==> src/rtl/esfa_pkg.sv <==
// Shared definitions for the ESFA host-side initiator: default width, command op codes, FSM states.
package esfa_pkg;

    localparam int DW_DEFAULT = 8;

    localparam logic [1:0] OP_WRITE      = 2'd0;
    localparam logic [1:0] OP_WRITE_META = 2'd1;
    localparam logic [1:0] OP_QUERY      = 2'd2;

    typedef enum logic [2:0] {
        INIT  = 3'd0,
        IDLE  = 3'd1,
        WRITE = 3'd2,
        QWAIT = 3'd3,
        RESP  = 3'd4
    } state_e;

endpackage

==> src/rtl/esfa_host_master.sv <==
// Host initiator for the 8-cell ESFA array: command port in, array drive/sample, response port out.
// Build option ESFA_WRITE_ACK_EN: writes return a (hit=0, value=0) acknowledgement response.
//
// state | meaning
// INIT  | waiting for the array's result tree to read all-zero for IDLE_HOLD cycles
// IDLE  | cmd_ready=1, accepting one command
// WRITE | single-cycle array write strobe
// QWAIT | selector applied, latency down-counter running
// RESP  | response held until consumed
module esfa_host_master
    import esfa_pkg::*;
#(
    parameter int DW        = DW_DEFAULT,
    parameter int QUERY_LAT = 1,
    parameter int IDLE_HOLD = 2
) (
    input  logic          clk,
    input  logic          rst_n,
    input  logic          cmd_valid,
    output logic          cmd_ready,
    input  logic [1:0]    cmd_op,
    input  logic [DW-1:0] cmd_index,
    input  logic [DW-1:0] cmd_data,
    output logic          rsp_valid,
    input  logic          rsp_ready,
    output logic          rsp_hit,
    output logic [DW-1:0] rsp_value,
    output logic          arr_will_write,
    output logic [DW-1:0] arr_index,
    output logic [DW-1:0] arr_value,
    output logic [DW-1:0] arr_metadata,
    output logic          arr_is_meta,
    output logic [DW-1:0] arr_selector,
    input  logic          result_bool,
    input  logic [DW-1:0] result_value
);

    generate
        if (QUERY_LAT < 1 || QUERY_LAT > 15) begin : g_bad_query_lat
            $error("esfa_host_master: QUERY_LAT must be in 1..15");
        end
        if (IDLE_HOLD < 0 || IDLE_HOLD > 15) begin : g_bad_idle_hold
            $error("esfa_host_master: IDLE_HOLD must be in 0..15");
        end
    endgenerate

    localparam logic [3:0] LAT_LOAD  = 4'(QUERY_LAT);
    localparam logic [3:0] IDLE_TERM = 4'(IDLE_HOLD);

    state_e        state_q, state_d;
    logic [3:0]    idle_cnt_q, idle_cnt_d;
    logic [3:0]    lat_cnt_q, lat_cnt_d;
    logic [DW-1:0] arr_index_q, arr_index_d;
    logic [DW-1:0] arr_value_q, arr_value_d;
    logic [DW-1:0] arr_metadata_q, arr_metadata_d;
    logic          arr_is_meta_q, arr_is_meta_d;
    logic [DW-1:0] arr_selector_q, arr_selector_d;
    logic          rsp_hit_q, rsp_hit_d;
    logic [DW-1:0] rsp_value_q, rsp_value_d;

    always_ff @(posedge clk or negedge rst_n) begin
        if (!rst_n) begin
            state_q        <= INIT;
            idle_cnt_q     <= '0;
            lat_cnt_q      <= '0;
            arr_index_q    <= '0;
            arr_value_q    <= '0;
            arr_metadata_q <= '0;
            arr_is_meta_q  <= 1'b0;
            arr_selector_q <= '0;
            rsp_hit_q      <= 1'b0;
            rsp_value_q    <= '0;
        end else begin
            state_q        <= state_d;
            idle_cnt_q     <= idle_cnt_d;
            lat_cnt_q      <= lat_cnt_d;
            arr_index_q    <= arr_index_d;
            arr_value_q    <= arr_value_d;
            arr_metadata_q <= arr_metadata_d;
            arr_is_meta_q  <= arr_is_meta_d;
            arr_selector_q <= arr_selector_d;
            rsp_hit_q      <= rsp_hit_d;
            rsp_value_q    <= rsp_value_d;
        end
    end

    always_comb begin
        state_d        = state_q;
        idle_cnt_d     = idle_cnt_q;
        lat_cnt_d      = lat_cnt_q;
        arr_index_d    = arr_index_q;
        arr_value_d    = arr_value_q;
        arr_metadata_d = arr_metadata_q;
        arr_is_meta_d  = arr_is_meta_q;
        arr_selector_d = arr_selector_q;
        rsp_hit_d      = rsp_hit_q;
        rsp_value_d    = rsp_value_q;

        case (state_q)
            INIT: begin
                arr_selector_d = '0;
                // Any non-zero result means the array is still initialising; restart the count.
                if (!result_bool && (result_value == '0)) begin
                    if (idle_cnt_q >= IDLE_TERM) begin
                        idle_cnt_d = '0;
                        state_d    = IDLE;
                    end else begin
                        idle_cnt_d = idle_cnt_q + 4'd1;
                    end
                end else begin
                    idle_cnt_d = '0;
                end
            end
            IDLE: begin
                if (cmd_valid) begin
                    case (cmd_op)
                        OP_WRITE: begin
                            arr_index_d   = cmd_index;
                            arr_value_d   = cmd_data;
                            arr_is_meta_d = 1'b0;
                            state_d       = WRITE;
                        end
                        OP_WRITE_META: begin
                            arr_index_d    = cmd_index;
                            arr_metadata_d = cmd_data;
                            arr_is_meta_d  = 1'b1;
                            state_d        = WRITE;
                        end
                        OP_QUERY: begin
                            arr_selector_d = cmd_data;
                            lat_cnt_d      = LAT_LOAD;
                            state_d        = QWAIT;
                        end
                        default: state_d = IDLE;
                    endcase
                end
            end
            WRITE: begin
`ifdef ESFA_WRITE_ACK_EN
                rsp_hit_d   = 1'b0;
                rsp_value_d = '0;
                state_d     = RESP;
`else
                state_d     = IDLE;
`endif
            end
            QWAIT: begin
                if (lat_cnt_q != 4'd0) begin
                    lat_cnt_d = lat_cnt_q - 4'd1;
                end else begin
                    rsp_hit_d   = result_bool;
                    rsp_value_d = result_value;
                    state_d     = RESP;
                end
            end
            RESP: begin
                if (rsp_ready) begin
                    state_d = IDLE;
                end
            end
            default: state_d = INIT;
        endcase
    end

    // Handshake and strobe outputs decode directly from the state register.
    assign cmd_ready      = (state_q == IDLE);
    assign rsp_valid      = (state_q == RESP);
    assign arr_will_write = (state_q == WRITE);
    assign rsp_hit        = rsp_hit_q;
    assign rsp_value      = rsp_value_q;
    assign arr_index      = arr_index_q;
    assign arr_value      = arr_value_q;
    assign arr_metadata   = arr_metadata_q;
    assign arr_is_meta    = arr_is_meta_q;
    assign arr_selector   = arr_selector_q;

endmodule
==> config.mk <==
export PLATFORM = sky130hd
export DESIGN_NAME = esfa_host_master
export DESIGN_NICKNAME = d
export VERILOG_FILES = /design/src/rtl/esfa_pkg.sv /design/src/rtl/esfa_host_master.sv
export SDC_FILE = /design/constraint.sdc
export NUM_CORES = 1
export LEC_CHECK = 0
export BUFFER_PORTS_ARGS = -buffer_cell sky130_fd_sc_hd__buf_2
export CAP_MARGIN = 15
export CORE_MARGIN = 2
export CORE_UTILIZATION = 40
export CTS_CLUSTER_SIZE = 25
export DETAILED_ROUTE_END_ITERATION = 10
export GPL_TIMING_DRIVEN = 0
export HOLD_SLACK_MARGIN = 0.15
export PLACE_DENSITY_LB_ADDON = 0.25
export SLEW_MARGIN = 5
export SYNTH_ARGS = -nofsm -noshare
export SYNTH_HDL_FRONTEND = slang
export SYNTH_SLANG_ARGS = --single-unit
==> constraint.sdc <==
create_clock -name clk -period 1.8 [get_ports clk]
set_clock_uncertainty 0.1 [all_clocks]
set_input_delay 0 -clock clk [delete_from_list [all_inputs] [get_ports clk]]
set_output_delay 0 -clock clk [all_outputs]
set_load 0.05 [all_outputs]
After elaboration in Yosys (flattened, before gate mapping)
Index checks and enable logic that the tools add are counted.
{ "op_classes": {"n_addsub": 2, "eq_ne": 13, "n_mux": 17, "n_reduce_logical": 18, "magnitude_cmp": 1, "bitwise": 1} }
{ "op_table": {"columns": ["cell", "count"], "rows": [
  ["$mux W4", 5],
  ["$mux W8", 2],
  ["$pmux W8 S2", 1],
  ["$mux W3", 5],
  ["$pmux W3 S5", 1],
  ["$reduce_and A3 Y1", 5],
  ["$ne A2 B2 Y1 const B", 5],
  ["$logic_not A8 Y1", 1],
  ["$pmux W4 S2", 1],
  ["$eq A3 B2 Y1 const B", 2],
  ["$reduce_bool A2 Y1", 3],
  ["$reduce_and A5 Y1", 1],
  ["$add A4 B1 Y4 const B", 1],
  ["$ge A4 B2 Y1 const B", 1],
  ["$ne A2 B1 Y1 const B", 2],
  ["$pmux W2 S2", 1],
  ["$reduce_and A4 Y1", 1],
  ["$reduce_bool A4 Y1", 1],
  ["$sub A4 B1 Y4 const B", 1],
  ["$eq A3 B1 Y1 const B", 1],
  ["$eq A3 B3 Y1 const B", 1],
  ["$logic_not A3 Y1", 1],
  ["$eq A2 B1 Y1 const B", 1],
  ["$eq A2 B2 Y1 const B", 1],
  ["other kinds (7)", 7]
]} }
{ "word_totals": {"ff_bits": 53, "output_inout_bits": 45, "input_bits": 31, "elab_cells": 62} }

Longest topological paths before layout
{ "logic_depth": {"ltp_word": 5, "mapped_depth": 7, "mapped_depth_nobuf": 5} }

Least setup slack after synthesis
Ideal clock, no wire load.
{ "synth_path": {"path_kind": "register to register", "from": "reg state_q[1]", "to": "reg state_q[2]", "arrival_ns": 1.899, "n_path_buf": 1, "slack_ns": -0.277, "setup_time_ns": 0.078, "required_ns": 1.622, "stages_incl_launch_ff": 4, "period_less_slack_ns": 2.077, "cell_sequence": "dfrtp_1 -> buf_2 -> nor3b_1 -> o2bb2ai_1"} }
{ "synth_between": {"elab_chain_len": 3, "elab_cells_between_ends": 12, "classes_between": "eq/ne: 9; mux: 1; reduce/logical: 2"} }
{ "synth_rtl": {"columns": ["element", "line", "rtl"], "rows": [
  ["start: declaration", "esfa_host_master.sv:50", "state_e state_q, state_d;"],
  ["start signal: assignment", "esfa_host_master.sv:74", "state_q <= state_d;"],
  ["$eq A3 B3 Y1 (*)", null, null],
  ["via rsp_valid", "esfa_host_master.sv:24", "output logic rsp_valid,"],
  ["$ne A2 B1 Y1 (no line)", null, null],
  ["$reduce_and A5 Y1 (no line)", null, null]
]} }
Mark *: on every way through the listed nets, which the timed path passes. The rest lies on a longest branch.
A chain may end at the register's enable or synchronous reset.

Final worst setup path
{ "layout_path": {"from": "reg state_q[2]", "to": "reg arr_value_q[3] (netlist: arr_value[3])"} }
{ "layout_between": {"elab_chain_len": 2} }
{ "layout_rtl": {"columns": ["element", "line", "rtl"], "rows": [
  ["$eq A3 B1 Y1", "esfa_host_master.sv:99", "case (state_q)"],
  ["$reduce_and A3 Y1 (no line)", null, null],
  ["end signal: assignment", "esfa_host_master.sv:78", "arr_value_q <= arr_value_d;"],
  ["end: declaration", "esfa_host_master.sv:54", "logic [DW-1:0] arr_value_q, arr_value_d;"]
]} }
No other way between the ends.

==> impl_metrics.csv <==
group,metric,value,unit
outcome,status,"finished with violations",
outcome,failed_checks,"setup timing",
routing,antenna_left,0,
clocking,cts.hold.buffers_added,30,
clocking,cts_root_buf,"clkbuf_8",
setup_path,endpoint_kind,"flop",
min_path,min-delay-path-class,"input pin to flop",
timing,fin_crit_sh,102.1,%
timing,finalHoldViolations,0,
setup_path,cp.arrival,1930,ps
yosys,avgSynthCellArea,12.85,sq um
routing,drt_iter0_drc,114,
pwr,power_leakage,1.781,nW
global_routing,antenna_found_initial,0,
placed_design,io_buffers,75,
global_routing,grt-ovfl-total,0,
timing,fmax,544.2,MHz
yosys,synth_top_area_share,57.02,%
yosys,synth_seq_cells,53,
routing,vias,1845,
flow_run,maxCapViolCount,0,
setup_path,crit_chain,"or3b_1 > buf_6 > nor3b_4 > buf_12 > mux2_4",
routing,top_layer_used,"met4",
floorplan,die_y,80.26,um
timing,worst_slew_pin_slew,928.7,ps
clocking,clock_sinks,53,
timing,rsz0062_at_grt,"true",
yosys,synth-edff-count,0,
clocking,cts_max_level,2,
placed_design,hpwlAfterDp,3593,um
yosys,synth_common_cells,"dfrtp_1 (53), mux2_2 (31), inv_1 (15)",
floorplan,core_area,5574,sq um
setup_path,path_class,"flop to flop",
pwr,p_per_area,1342,nW/um^2
placed_design,place_ws,-319.9,ps
yosys,netlist_area,2326,sq um
clocking,clk_latency,300,ps
yosys,synthTopCellsByArea,"dfrtp_1 (57%), mux2_2 (15%), mux2i_1 (4.3%)",
routing,drc,0,
setup_path,cp_max_fo,8,
global_routing,grt_use_total,18.74,%
routing,routedWlPerCell,15.16,um
routing,wl,5715,um
floorplan,design.die.area,6441,sq um
pwr,ir_drop,998.9,uV
yosys,synth_async_sr_flop_share,100.0,%
routing,routed-wl-met2,2934,um
setup_path,worstPathRequired,1900,ps
layout,synthToLayoutAreaGrowth,48.79,%
yosys,syn_inst,181,
yosys,synth.most_common_cell,"dfrtp_1",
layout,final_util,62.09,%
pwr,clkPwrFrac,17.5,%
clocking,clk_pin_slew_worst_paths,100,ps
global_routing,grt_pass1_wl,9328,um
timing,setup_viol,9,
floorplan,fp-row-count,27,
floorplan,die_w,80.26,um
yosys,synth_cell_type_count,41,
routing,avgViaCountPerCell,4.894,
yosys,synth_ff_type,"dfrtp_1",
setup_path,max_stage_delay,430,ps
layout,num_antenna_cells,0,
floorplan,initial_core_util,41.73,%
layout,final_layout_size_suffix_gt1_share,47.54,%
timing,setup-tns-final,-251.0,ps
clocking,cts_tree,"yes",
yosys,synth-seq-area-share,57.02,%
setup_path,cp-start-kind,"flop",
pwr,swShare,42.61,%
layout,layout.nets,338,
yosys,syn_nets,215,
clocking,cts_buffer_depth,2,
global_routing,grt_pass1_vias,1946,
global_routing,grt_max_degree,34,
yosys,synth_area_leader_cell,"dfrtp_1",
timing,layout_min_cycle_time,1837,ps
routing,drtPass1Iterations,4,
floorplan,io_pins,76,
setup_path,cp_num_buf_inv,2,
routing,met1Wirelength,2398,um
timing,setup_ws,-37.45,ps
routing,met3_length,346,um
timing,slew_viol_final,0,
pwr,seq_power_share,34.8,%
setup_path,cp_slowest_cell,"dfrtp_1",
setup_path,crit_family,"simple AND/OR/NAND/NOR gates",
pwr,p_sw,0.001979,W
yosys,yosysWarnings,0,
pwr,p_comb_share,47.6,%
pwr,internal_power,0.002665,W
placed_design,gp_congestion,0.7440,
setup_path,rrSetupSlack,-40,ps
clocking,numCtsBuffers,5,
timing,slew_headroom,37.98,%
cell families (layout without fill, tap and decap cells):
family                     after synthesis  in the layout  synth area share [%]
AOI/OAI and AO/OA                       19             19                 5.810
adders and majority gates                3              3                 1.614
buffers and inverters                   21            144                 4.141
DFF                                     53             53                 57.02
muxes                                   44             44                 20.76
and+or+nand+nor                         41             42                 10.65
per-layer routing:
layer  track usage, %  up-vias
met2            32.50       55
met5                0        -
met1            23.12      907
met4            4.068        0
met3            5.506        6
li1                 -      877
flip-flops by register name, indices dropped and copies added, names as in the netlist:
| signal | cells |
|---|---|
| arr_selector | 8 |
| arr_metadata | 8 |
| arr_index | 8 |
| state_q | 3 |
| arr_value | 8 |
| lat_cnt_q | 4 |
| rsp_hit | 1 |
| arr_is_meta | 1 |
| rsp_value | 8 |
| idle_cnt_q | 4 |
power groups by stage:
stage                     Combinational (W)  Sequential [W]  Clock (W)
after CTS                           0.00216         0.00161   0.000842
final                               0.00221         0.00162   0.000813
after detailed placement            0.00192         0.00162          0
after global routing                0.00235         0.00165   0.000892
after floorplan                    0.000646         0.00242          0
after global placement              0.00189         0.00161          0
tightest hold or removal path, cell delays in order:
cell     delay, ps
buf_2          120
nor3b_4         50
buf_12         140
mux2_4         190
path summary, 6_finish.rpt:
kind,start,end,cells past startpoint
min in group asynchronous,rst_n,rsp_value[7],2
hold reg to reg,arr_is_meta,arr_is_meta,1
hold / removal,cmd_op[0],arr_value[1],4
setup / recovery,state_q[2],arr_value[3],5
max in group asynchronous,rst_n,state_q[0],3
setup reg to reg,state_q[2],arr_value[3],5
placed cells by master (no fill, tap or decap), types with 2 or more instances in the layout:
cell type / instances
a21oi_1: 3
buf_12: 3
buf_2: 74
buf_4: 11
buf_6: 2
clkbuf_8: 5
dfrtp_1: 52
dlygate4sd3_1: 30
ha_1: 2
inv_1: 14
mux2_2: 23
mux2_4: 11
mux2i_1: 10
nand2_1: 14
nand2b_1: 2
nand3b_1: 2
nor2_1: 2
nor3_1: 3
nor4_1: 2
o21ai_0: 5
o21bai_1: 2
or2_4: 2
or3_1: 3
timing repair:
action | in CTS | in global routing
hold endpoints to repair | 90 | 8
pin swaps | 2 | 4
setup buffers | 8 | 4
resized for setup | 24 | 7
cloned | 0 | 1
setup endpoints to repair | 39 | 38
stage by stage:
stage,total power (W),std cells,area (sq um),hold slack (ps)
after floorplan,0.003071,181,2344,-395.6
after global placement,0.003498,328,2809,113.8
after detailed placement,0.003542,329,2836,38.27
after CTS,0.004613,373,3402,119.1
after global routing,0.004893,377,3461,110.7
final,0.004644,377,3461,122.1
area by class of cell:
class / count / area [sq um]
fillers: 454 / 2113
flip-flops and latches: 53 / 1328
multi-input cells: 108 / 1012
repair buffers: 118 / 820.8
well taps: 72 / 90.09
clock buffers: 6 / 72.57
inverters: 15 / 56.30
plain buffers: 3 / 42.54
clock inverters: 2 / 38.79
No activity file was read; power rests on OpenSTA's default activity.
